[config.mk]
export PLATFORM = sky130hd
export DESIGN_NAME = utopia_cell_router
export DESIGN_NICKNAME = d
export VERILOG_FILES = /design/src/rtl/utopia_cell_router.sv
export SDC_FILE = /design/constraint.sdc
export NUM_CORES = 2
export LEC_CHECK = 0
export BUFFER_PORTS_ARGS = -buffer_cell sky130_fd_sc_hd__buf_4
export CAP_MARGIN = 0
export CORE_MARGIN = 8
export CORE_UTILIZATION = 50
export CTS_BUF_LIST = sky130_fd_sc_hd__clkbuf_16
export CTS_CLUSTER_SIZE = 25
export DETAILED_ROUTE_END_ITERATION = 10
export GPL_ROUTABILITY_DRIVEN = 0
export PLACE_DENSITY_LB_ADDON = 0.1
export RECOVER_POWER = 100
export SLEW_MARGIN = 20
export SYNTH_ARGS = -nofsm -noshare
export SYNTH_HDL_FRONTEND = slang
export SYNTH_SLANG_ARGS = --single-unit
export TNS_END_PERCENT = 20
[constraint.sdc]
create_clock -name clk -period 5.9 [get_ports clk]
set_clock_uncertainty 0.05 [all_clocks]
set_input_delay 0.295 -clock clk [delete_from_list [all_inputs] [get_ports clk]]
set_output_delay 0.295 -clock clk [all_outputs]
set_load 0.01 [all_outputs]
[src/rtl/utopia_cell_router.sv]
// utopia_cell_router: NUM_RX x NUM_TX Utopia L1 ATM cell router.
// Round-robin Rx, HEC check, VPI lookup/rewrite, multicast Tx.
module utopia_cell_router #(
  parameter int NUM_RX = 4,
  parameter int NUM_TX = 4,
  parameter int CNT_W  = 16
) (
  input  logic                clk,
  input  logic                rst_n,
  input  logic [NUM_RX-1:0]   rx_soc,
  input  logic [8*NUM_RX-1:0] rx_data,
  input  logic [NUM_RX-1:0]   rx_clav,
  output logic [NUM_RX-1:0]   rx_en,
  output logic [NUM_TX-1:0]   tx_soc,
  output logic [8*NUM_TX-1:0] tx_data,
  input  logic [NUM_TX-1:0]   tx_clav,
  output logic [NUM_TX-1:0]   tx_en,
  input  logic                cfg_we,
  input  logic [7:0]          cfg_addr,
  input  logic [NUM_TX+7:0]   cfg_wdata,
  output logic [NUM_TX+7:0]   cfg_rdata,
  output logic [CNT_W-1:0]    cells_fwd,
  output logic [CNT_W-1:0]    cells_drop
);
  localparam int GW = (NUM_RX > 1) ? $clog2(NUM_RX) : 1;
  localparam int EW = NUM_TX + 8;

  typedef enum logic [2:0] {
    IDLE, RX, CHECK, LOOKUP, TXWAIT, TX
  } state_t;

  state_t              state_q, state_d;
  logic [GW-1:0]       gnt_q, gnt_d;
  logic [5:0]          cnt_q, cnt_d;
  logic [NUM_RX-1:0]   rx_en_q, rx_en_d;
  logic [NUM_TX-1:0]   tx_en_q, tx_en_d;
  logic [NUM_TX-1:0]   tx_soc_q, tx_soc_d;
  logic [8*NUM_TX-1:0] tx_data_q, tx_data_d;
  logic [NUM_TX-1:0]   mask_q, mask_d;
  logic [EW-1:0]       rdata_q, rdata_d;
  logic [CNT_W-1:0]    fwd_q, fwd_d;
  logic [CNT_W-1:0]    drop_q, drop_d;

  logic [7:0]    buf_q [53];
  logic [EW-1:0] tbl_q [256];

  logic          found;
  logic [GW-1:0] pick;
  logic [GW:0]   sum;
  logic [GW-1:0] cand;
  logic [7:0]    vpi;
  logic [EW-1:0] ent;
  logic [7:0]    hdr0, hdr1, hec_new, rx_byte, txb;
  logic [5:0]    tx_idx;
  logic          hec_ok;
  logic          buf_we, hdr_we, drop_ev, fwd_ev, tx_act;

  // ATM HEC: CRC-8 x^8+x^2+x+1, MSB first, coset 0x55
  function automatic logic [7:0] hec_f(input logic [31:0] h);
    logic [7:0] c;
    c = 8'h00;
    for (int i = 31; i >= 0; i--) begin
      if (c[7] ^ h[i]) c = {c[6:0], 1'b0} ^ 8'h07;
      else             c = {c[6:0], 1'b0};
    end
    return c ^ 8'h55;
  endfunction

  // round-robin search starting after the last grant
  always_comb begin
    found = 1'b0;
    pick  = '0;
    sum   = '0;
    cand  = '0;
    for (int i = 1; i <= NUM_RX; i++) begin
      sum  = {1'b0, gnt_q} + (GW+1)'(i);
      cand = (sum >= (GW+1)'(NUM_RX)) ?
             GW'(sum - (GW+1)'(NUM_RX)) : sum[GW-1:0];
      if (!found && rx_clav[cand]) begin
        found = 1'b1;
        pick  = cand;
      end
    end
  end

  // datapath: header check, lookup, rewrite, byte selects
  always_comb begin
    vpi     = {buf_q[0][3:0], buf_q[1][7:4]};
    ent     = tbl_q[vpi];
    hdr0    = {buf_q[0][7:4], ent[7:4]};
    hdr1    = {ent[3:0], buf_q[1][3:0]};
    hec_new = hec_f({hdr0, hdr1, buf_q[2], buf_q[3]});
    hec_ok  = hec_f({buf_q[0], buf_q[1], buf_q[2], buf_q[3]})
              == buf_q[4];
    rx_byte = rx_data[{gnt_q, 3'b000} +: 8];
    tx_idx  = (state_q == TX && cnt_q < 6'd53) ? cnt_q : 6'd0;
    txb     = buf_q[tx_idx];
    rdata_d = tbl_q[cfg_addr];
  end

  // cell FSM: next state, port enables, counters
  always_comb begin
    state_d   = state_q;
    gnt_d     = gnt_q;
    cnt_d     = cnt_q;
    rx_en_d   = rx_en_q;
    tx_en_d   = '1;
    tx_soc_d  = '0;
    tx_data_d = '0;
    mask_d    = mask_q;
    fwd_d     = fwd_q;
    drop_d    = drop_q;
    buf_we    = 1'b0;
    hdr_we    = 1'b0;
    drop_ev   = 1'b0;
    fwd_ev    = 1'b0;
    tx_act    = 1'b0;
    unique case (state_q)
      IDLE: begin
        if (found) begin
          gnt_d          = pick;
          rx_en_d        = '1;
          rx_en_d[pick]  = 1'b0;
          cnt_d          = '0;
          state_d        = RX;
        end
      end
      RX: begin
        if ((cnt_q == 6'd0) != rx_soc[gnt_q]) begin
          rx_en_d = '1;
          drop_ev = 1'b1;
          cnt_d   = '0;
          state_d = IDLE;
        end else begin
          buf_we = 1'b1;
          if (cnt_q == 6'd52) begin
            rx_en_d = '1;
            cnt_d   = '0;
            state_d = CHECK;
          end else begin
            cnt_d = cnt_q + 6'd1;
          end
        end
      end
      CHECK: begin
        if (!hec_ok) begin
          drop_ev = 1'b1;
          state_d = IDLE;
        end else begin
          state_d = LOOKUP;
        end
      end
      LOOKUP: begin
        if (ent[EW-1:8] == '0) begin
          drop_ev = 1'b1;
          state_d = IDLE;
        end else begin
          mask_d  = ent[EW-1:8];
          hdr_we  = 1'b1;
          state_d = TXWAIT;
        end
      end
      TXWAIT: begin
        if ((tx_clav & mask_q) == mask_q) begin
          tx_act   = 1'b1;
          tx_soc_d = mask_q;
          cnt_d    = 6'd1;
          state_d  = TX;
        end
      end
      TX: begin
        if (cnt_q == 6'd53) begin
          fwd_ev  = 1'b1;
          cnt_d   = '0;
          state_d = IDLE;
        end else begin
          tx_act = 1'b1;
          cnt_d  = cnt_q + 6'd1;
        end
      end
      default: state_d = IDLE;
    endcase
    if (tx_act) begin
      tx_en_d = ~mask_q;
      for (int p = 0; p < NUM_TX; p++)
        tx_data_d[8*p +: 8] = mask_q[p] ? txb : 8'h00;
    end
    if (drop_ev && drop_q != '1) drop_d = drop_q + 1'b1;
    if (fwd_ev && fwd_q != '1)   fwd_d  = fwd_q + 1'b1;
  end

  // control and output registers
  always_ff @(posedge clk or negedge rst_n) begin
    if (!rst_n) begin
      state_q   <= IDLE;
      gnt_q     <= GW'(NUM_RX - 1);
      cnt_q     <= '0;
      rx_en_q   <= '1;
      tx_en_q   <= '1;
      tx_soc_q  <= '0;
      tx_data_q <= '0;
      mask_q    <= '0;
      rdata_q   <= '0;
      fwd_q     <= '0;
      drop_q    <= '0;
    end else begin
      state_q   <= state_d;
      gnt_q     <= gnt_d;
      cnt_q     <= cnt_d;
      rx_en_q   <= rx_en_d;
      tx_en_q   <= tx_en_d;
      tx_soc_q  <= tx_soc_d;
      tx_data_q <= tx_data_d;
      mask_q    <= mask_d;
      rdata_q   <= rdata_d;
      fwd_q     <= fwd_d;
      drop_q    <= drop_d;
    end
  end

  // cell buffer and route table survive reset
  always_ff @(posedge clk) begin
    if (buf_we) buf_q[cnt_q] <= rx_byte;
    if (hdr_we) begin
      buf_q[0] <= hdr0;
      buf_q[1] <= hdr1;
      buf_q[4] <= hec_new;
    end
    if (cfg_we) tbl_q[cfg_addr] <= cfg_wdata;
  end

  assign rx_en      = rx_en_q;
  assign tx_en      = tx_en_q;
  assign tx_soc     = tx_soc_q;
  assign tx_data    = tx_data_q;
  assign cfg_rdata  = rdata_q;
  assign cells_fwd  = fwd_q;
  assign cells_drop = drop_q;

endmodule
== Word level (Yosys, flattened, before mapping) ==
Memories as Yosys holds them, arrays and structs flattened. A register that Yosys moved wholly into a read port is not among the register bits.
Index checks and enable logic that the tools add are counted.

* Add/sub/neg operators: 11
* Order comparisons: 12
* Equal/unequal tests: 16
* Shift-type cells: 1
* Mux-type cells: 133
* Bitwise gates (word level): 123
* Reductions and logical operators: 22

{| class="wikitable"
|+ Operators with widths
! kind !! count
|-
| two-way mux 3 bit || 66
|-
| inverter 3 bit || 58
|-
| bitwise XOR 1 bit || 52
|-
| two-way mux 6 bit || 7
|-
| two-way mux 8 bit || 5
|-
| adder 16 x 1 -> 16 bit (second input constant) || 2
|-
| two-way mux 32 bit || 1
|-
| inequality test 16 bit (second input constant) || 2
|-
| variable part select 32 x 6 -> 8 bit || 1
|-
| two-way mux 1 bit || 28
|-
| two-way mux 4 bit || 6
|-
| case mux 6 bit (4 select lines) || 1
|-
| < comparator 2 x 3 -> 1 bit (second input constant) || 6
|-
| two-way mux 2 bit || 9
|-
| case mux 3 bit (6 select lines) || 1
|-
| inverter 4 bit || 4
|-
| equality test 6 bit (second input constant) || 2
|-
| >= comparator 3 bit (second input constant) || 4
|-
| binary-select mux 1 bit (select 2 bit) || 5
|-
| equality test 8 bit || 1
|-
| case mux 4 bit (2 select lines) || 1
|-
| OR reduction 8 bit || 1
|-
| subtractor 2 x 1 -> 2 bit (second input constant) || 4
|-
| logical AND 1 bit || 7
|-
| other kinds (29) || 44
|}

* Bits in registers: 91
* RAM bits: 3496
* Bits of input ports: 67
* Output and inout bits: 88
* Logic and storage cells: 330
* Memories kept: 2

{| class="wikitable"
|+ Memory list
! name !! depth !! width !! read ports !! clocked after Yosys merged registers in !! wr ports !! line !! RTL
|-
| tbl_q || 256 || 12 || 2 || 1 || 1 || 45 || <nowiki>logic [EW-1:0] tbl_q [256];</nowiki>
|-
| buf_q || 53 || 8 || 6 || 0 || 3 || 44 || <nowiki>logic [7:0] buf_q [53];</nowiki>
|}

== Depth between registers and ports, before layout ==
An unclocked memory read counts as a cell.

* Depth after elaboration: 69
* Depth in mapped cells: 18
* Depth with buffers taken out: 12

== Worst setup path after synthesis ==
Ideal clock, no wire load.

* Path type: register to register
* Start: memory buf_q[1][4]
* End: memory buf_q[10][1], data pin
* Library setup time: 632 ps
* Arrival time: 5712 ps
* Data required time: 5218 ps
* Path slack: -494 ps
* Cell stages (with the launch flop): 14
* Buffers on the path: 3
* Clock period less this slack: 6394 ps
* Cells stage by stage: edfxtp_1 -> buf_6 -> buf_6 -> buf_2 -> mux4_2 -> mux4_2 -> mux2i_1 -> o22ai_1 -> a211oi_2 -> xnor2_1 -> xor2_1 -> xnor3_2 -> xnor2_1 -> o21ai_0

{| class="wikitable"
|+ RTL lines
! element !! line
|-
| start: declaration || 44
|}

==> reports/qor.csv <==
metric,value,unit
# port buffers,154,
critical-path maximum fanout,55,
leading area contributor after synthesis,edfxtp_1,
vias in the first global route,94542,
unrepaired setup endpoints after global routing,no,
combinational power share,35.5,%
antenna violations before repair,35,
first-pass GRT wire length,764000,µm
Synth area leaders,"edfxtp_1, mux4_2, dfrtp_1",
H-tree depth reported by CTS,5,
f_max,169,MHz
Lkg Pwr,59.7,nW
hold crit path type,input pin to flip-flop,
grt ovf,0,
CTS root buf,clkbuf_16,
CP endpoint kind,flip-flop,
clock network fraction of design power,28.4,%
Die ar.,352000,µm²
final core occ,56.6,%
P&R area growth vs syn,12.9,%
post-synthesis async set-or-reset flop share,2.84,%
fin crit share,100,%
fill cell count,24897,
Internal,0.0568,W
dpl hpwl,355000,µm
CTS tree,done,
Tmin final,5910,ps
startpoint types,flip-flop,
Routed WL,555000,µm
initial core utilization,50.1,%
drt wl/cell,41.0,µm
Critical Path AT,6520,ps
Clock Sinks,3623,
crit path from,buf_q[1][5],
area of the multi-input gates,55300,µm²
max cap viols,44,
Num CTS Buffers,385,
Synth top area share,63.3,%
"Distinct cells, synth",92,
RR Startpoint,buf_q[1][5],
hold path start,cfg_addr[3],
Total GRT Usage,30.8,%
FP Rows,212,
syn_area_per_cell,20.6,µm²
total power,0.0844,W
Seq. cell area,108000,µm²
relative max-transition margin,-295,%
final slew viol count,2656,
core area,333000,µm²
Setup CP Type,flip-flop to flip-flop,
nets,8872,
Most used DFF post-synth,edfxtp_1,
Remaining DRCs,0,
clk slew on worst S/H paths,60,ps
Die X,594,µm
"Cell Area, Placed",177000,µm²
Clock Latency Late Sink,1000,ps
sequential-to-total area share from yosys stat,64.9,%
Initial DRT Pass Iterations,7,
Mapped Nets,8163,
Yosys Warn Count,0,
Sw Pwr,0.0276,W
fraction of layout cells with a size suffix above 1,33.2,%
Starting DRT DRC Count,14247,
"Cell Area, Synth",167000,µm²
vias per inst,7.06,
Setup WS post-layout,-11.8,ps
largest net degree at the start of global routing,193,
"EDFF count, synth",3520,
Sw Ratio,32.8,%
Final Hold Viols,0,
Seq pwr share,36.1,%
Final setup viols,18,
Detail Route Antenna Nets,0,
Worst-Margin Slew,5930,ps
Worst EP required,6500,ps
outcome,"finished, violations left",
Cell Pwr Density,448,nW/µm²
"FF+latch count, synth",3623,
peak supply drop,0.00116,V
cell count after synthesis,8090,
die height,594,µm
failing checks,"max-capacitance violations, max-slew violations, negative setup slack",
clk buf depth,4,
via count,95629,
post-route cell area,188000,µm²
IO Pins,155,
-- power by group through the flow --
stage / Combinational (W) / Sequential, W / Clock, W
after floorplan: 0.0186 / 0.0309 / 0
after global placement: 0.0293 / 0.0309 / 0
after detailed placement: 0.0296 / 0.0310 / 0
after CTS: 0.0299 / 0.0304 / 0.0242
after global routing: 0.0309 / 0.0305 / 0.0251
final: 0.0300 / 0.0305 / 0.0240
-- metrics by stage --
step           hold WS, ps  TNS (ps)  setup WS, ps  cells
4_1_cts               13.0         0          3.06  13501
6_report              80.2      -124         -11.8  13540
3_3_place_gp           422     -6220          -120  12747
2_1_floorplan        -50.6    -32360          -335   8090
5_1_grt               52.2         0          43.4  13520
3_5_place_dp           444     -8260          -140  12747
-- Yosys cell counts (26+ instances only) --
master    instances
clkbuf_1        303
a221oi_1         28
xnor3_1          26
a22oi_1          93
mux2i_1         229
nand3_1         112
nor2b_1          61
dfrtp_1          93
nand4_1          38
buf_6            44
buf_4            29
xnor2_1          88
nor2_1          446
mux2_2           28
a21oi_1          63
o21ai_0          61
edfxtp_1       3520
buf_1           125
xor2_1           30
buf_2            87
nand2_1         268
a31oi_1          44
mux4_2         1875
-- critical path, stage by stage (launching register included) --
cell and delay (ps):
edfxtp_1 520, buf_12 250, and2_2 430, buf_12 290
a221o_1 400, a21oi_1 490, nor3_1 140, buf_4 210
a41oi_1 360, and4b_1 440, xnor2_1 230, xor2_1 290
xnor3_1 520, xnor3_1 370, mux2_2 300, buf_12 170
-- sequential cells by signal, indices dropped and copies added (netlist names) --
| register | flops |
|---|---|
| tx_soc | 4 |
| cnt_q | 6 |
| cells_drop | 16 |
| mask_q | 4 |
| tbl_q | 3072 |
| rx_en | 4 |
| state_q | 3 |
| cfg_rdata | 12 |
| buf_q | 448 |
| tx_data | 32 |
| tx_en | 4 |
| gnt_q | 2 |
| cells_fwd | 16 |
-- worst paths after layout --
kind	slack [ps]	depth (start not counted)	to
min reg2reg	450	1	cells_fwd[11]
min	80	3	tbl_q[92][0]
max in group asynchronous	1250	4	cnt_q[2]
min in group asynchronous	850	3	tx_en[0]
max reg2reg	-10	15	buf_q[19][4]
max	-10	15	buf_q[19][4]
-- cell usage in the layout, fill, tap and decap left out, types with 28 or more instances in the layout --
master	instances
clkinv_2	83
a21oi_1	61
diode_2	28
nand4_1	38
a221oi_1	28
nand3_1	112
edfxtp_1	3520
clkbuf_1	395
clkbuf_2	55
dfrtp_1	91
mux2i_1	227
buf_4	348
inv_1	97
clkinv_1	85
xor2_1	30
clkbuf_16	387
o21ai_0	60
dlygate4sd3_1	40
mux4_2	1875
buf_12	84
nor2_1	441
bufinv_16	35
xnor2_1	88
a22oi_1	93
nor2b_1	51
a31oi_1	44
nand2_1	266
-- logic make-up (layout without fill, tap and decap cells) --
logic type | count (synthesis) | after routing | synth area share [%]
multiplexers | 2149 | 2149 | 27.1
AO/OA/AOI/OAI | 454 | 454 | 1.93
buffers and inverters | 650 | 1683 | 2.06
AND/OR/NAND/NOR | 1052 | 1054 | 2.83
flip-flops | 3623 | 3623 | 64.9
XOR/XNOR | 156 | 156 | 1.13
other | 0 | 28 | 0
adder cells (fa/ha/maj) | 6 | 6 | 0.0450
-- per-layer routing --
layer | global-route usage (%) | wire length (µm) | vias up
met4 | 14.5 | 34200 | 14
met3 | 7.68 | 63700 | 1259
met5 | 0 | 126 | -
li1 | - | - | 36384
met2 | 46.2 | 249000 | 6419
met1 | 42.7 | 207000 | 51553
-- layout make-up --
class | count | area share (%)
diodes | 28 | 0.0372
inverters | 27 | 0.0618
well taps | 4387 | 2.91
repair buffers | 943 | 3.56
clock buffers | 386 | 5.13
clock inverters | 327 | 1.45
multi-input cells | 3819 | 29.4
flip-flops and latches | 3623 | 57.5
-- what timing repair did --
action                                  4_1_cts  5_1_grt
gates resized for setup                       4       11
hold buffers                                 41        0
endpoints found under the setup margin      110      222
cloned                                        0        3
buffers inserted                              0        7
pin swaps                                     0        4
hold endpoints to repair                    666        0
No activity file was read; power rests on OpenSTA's default activity.
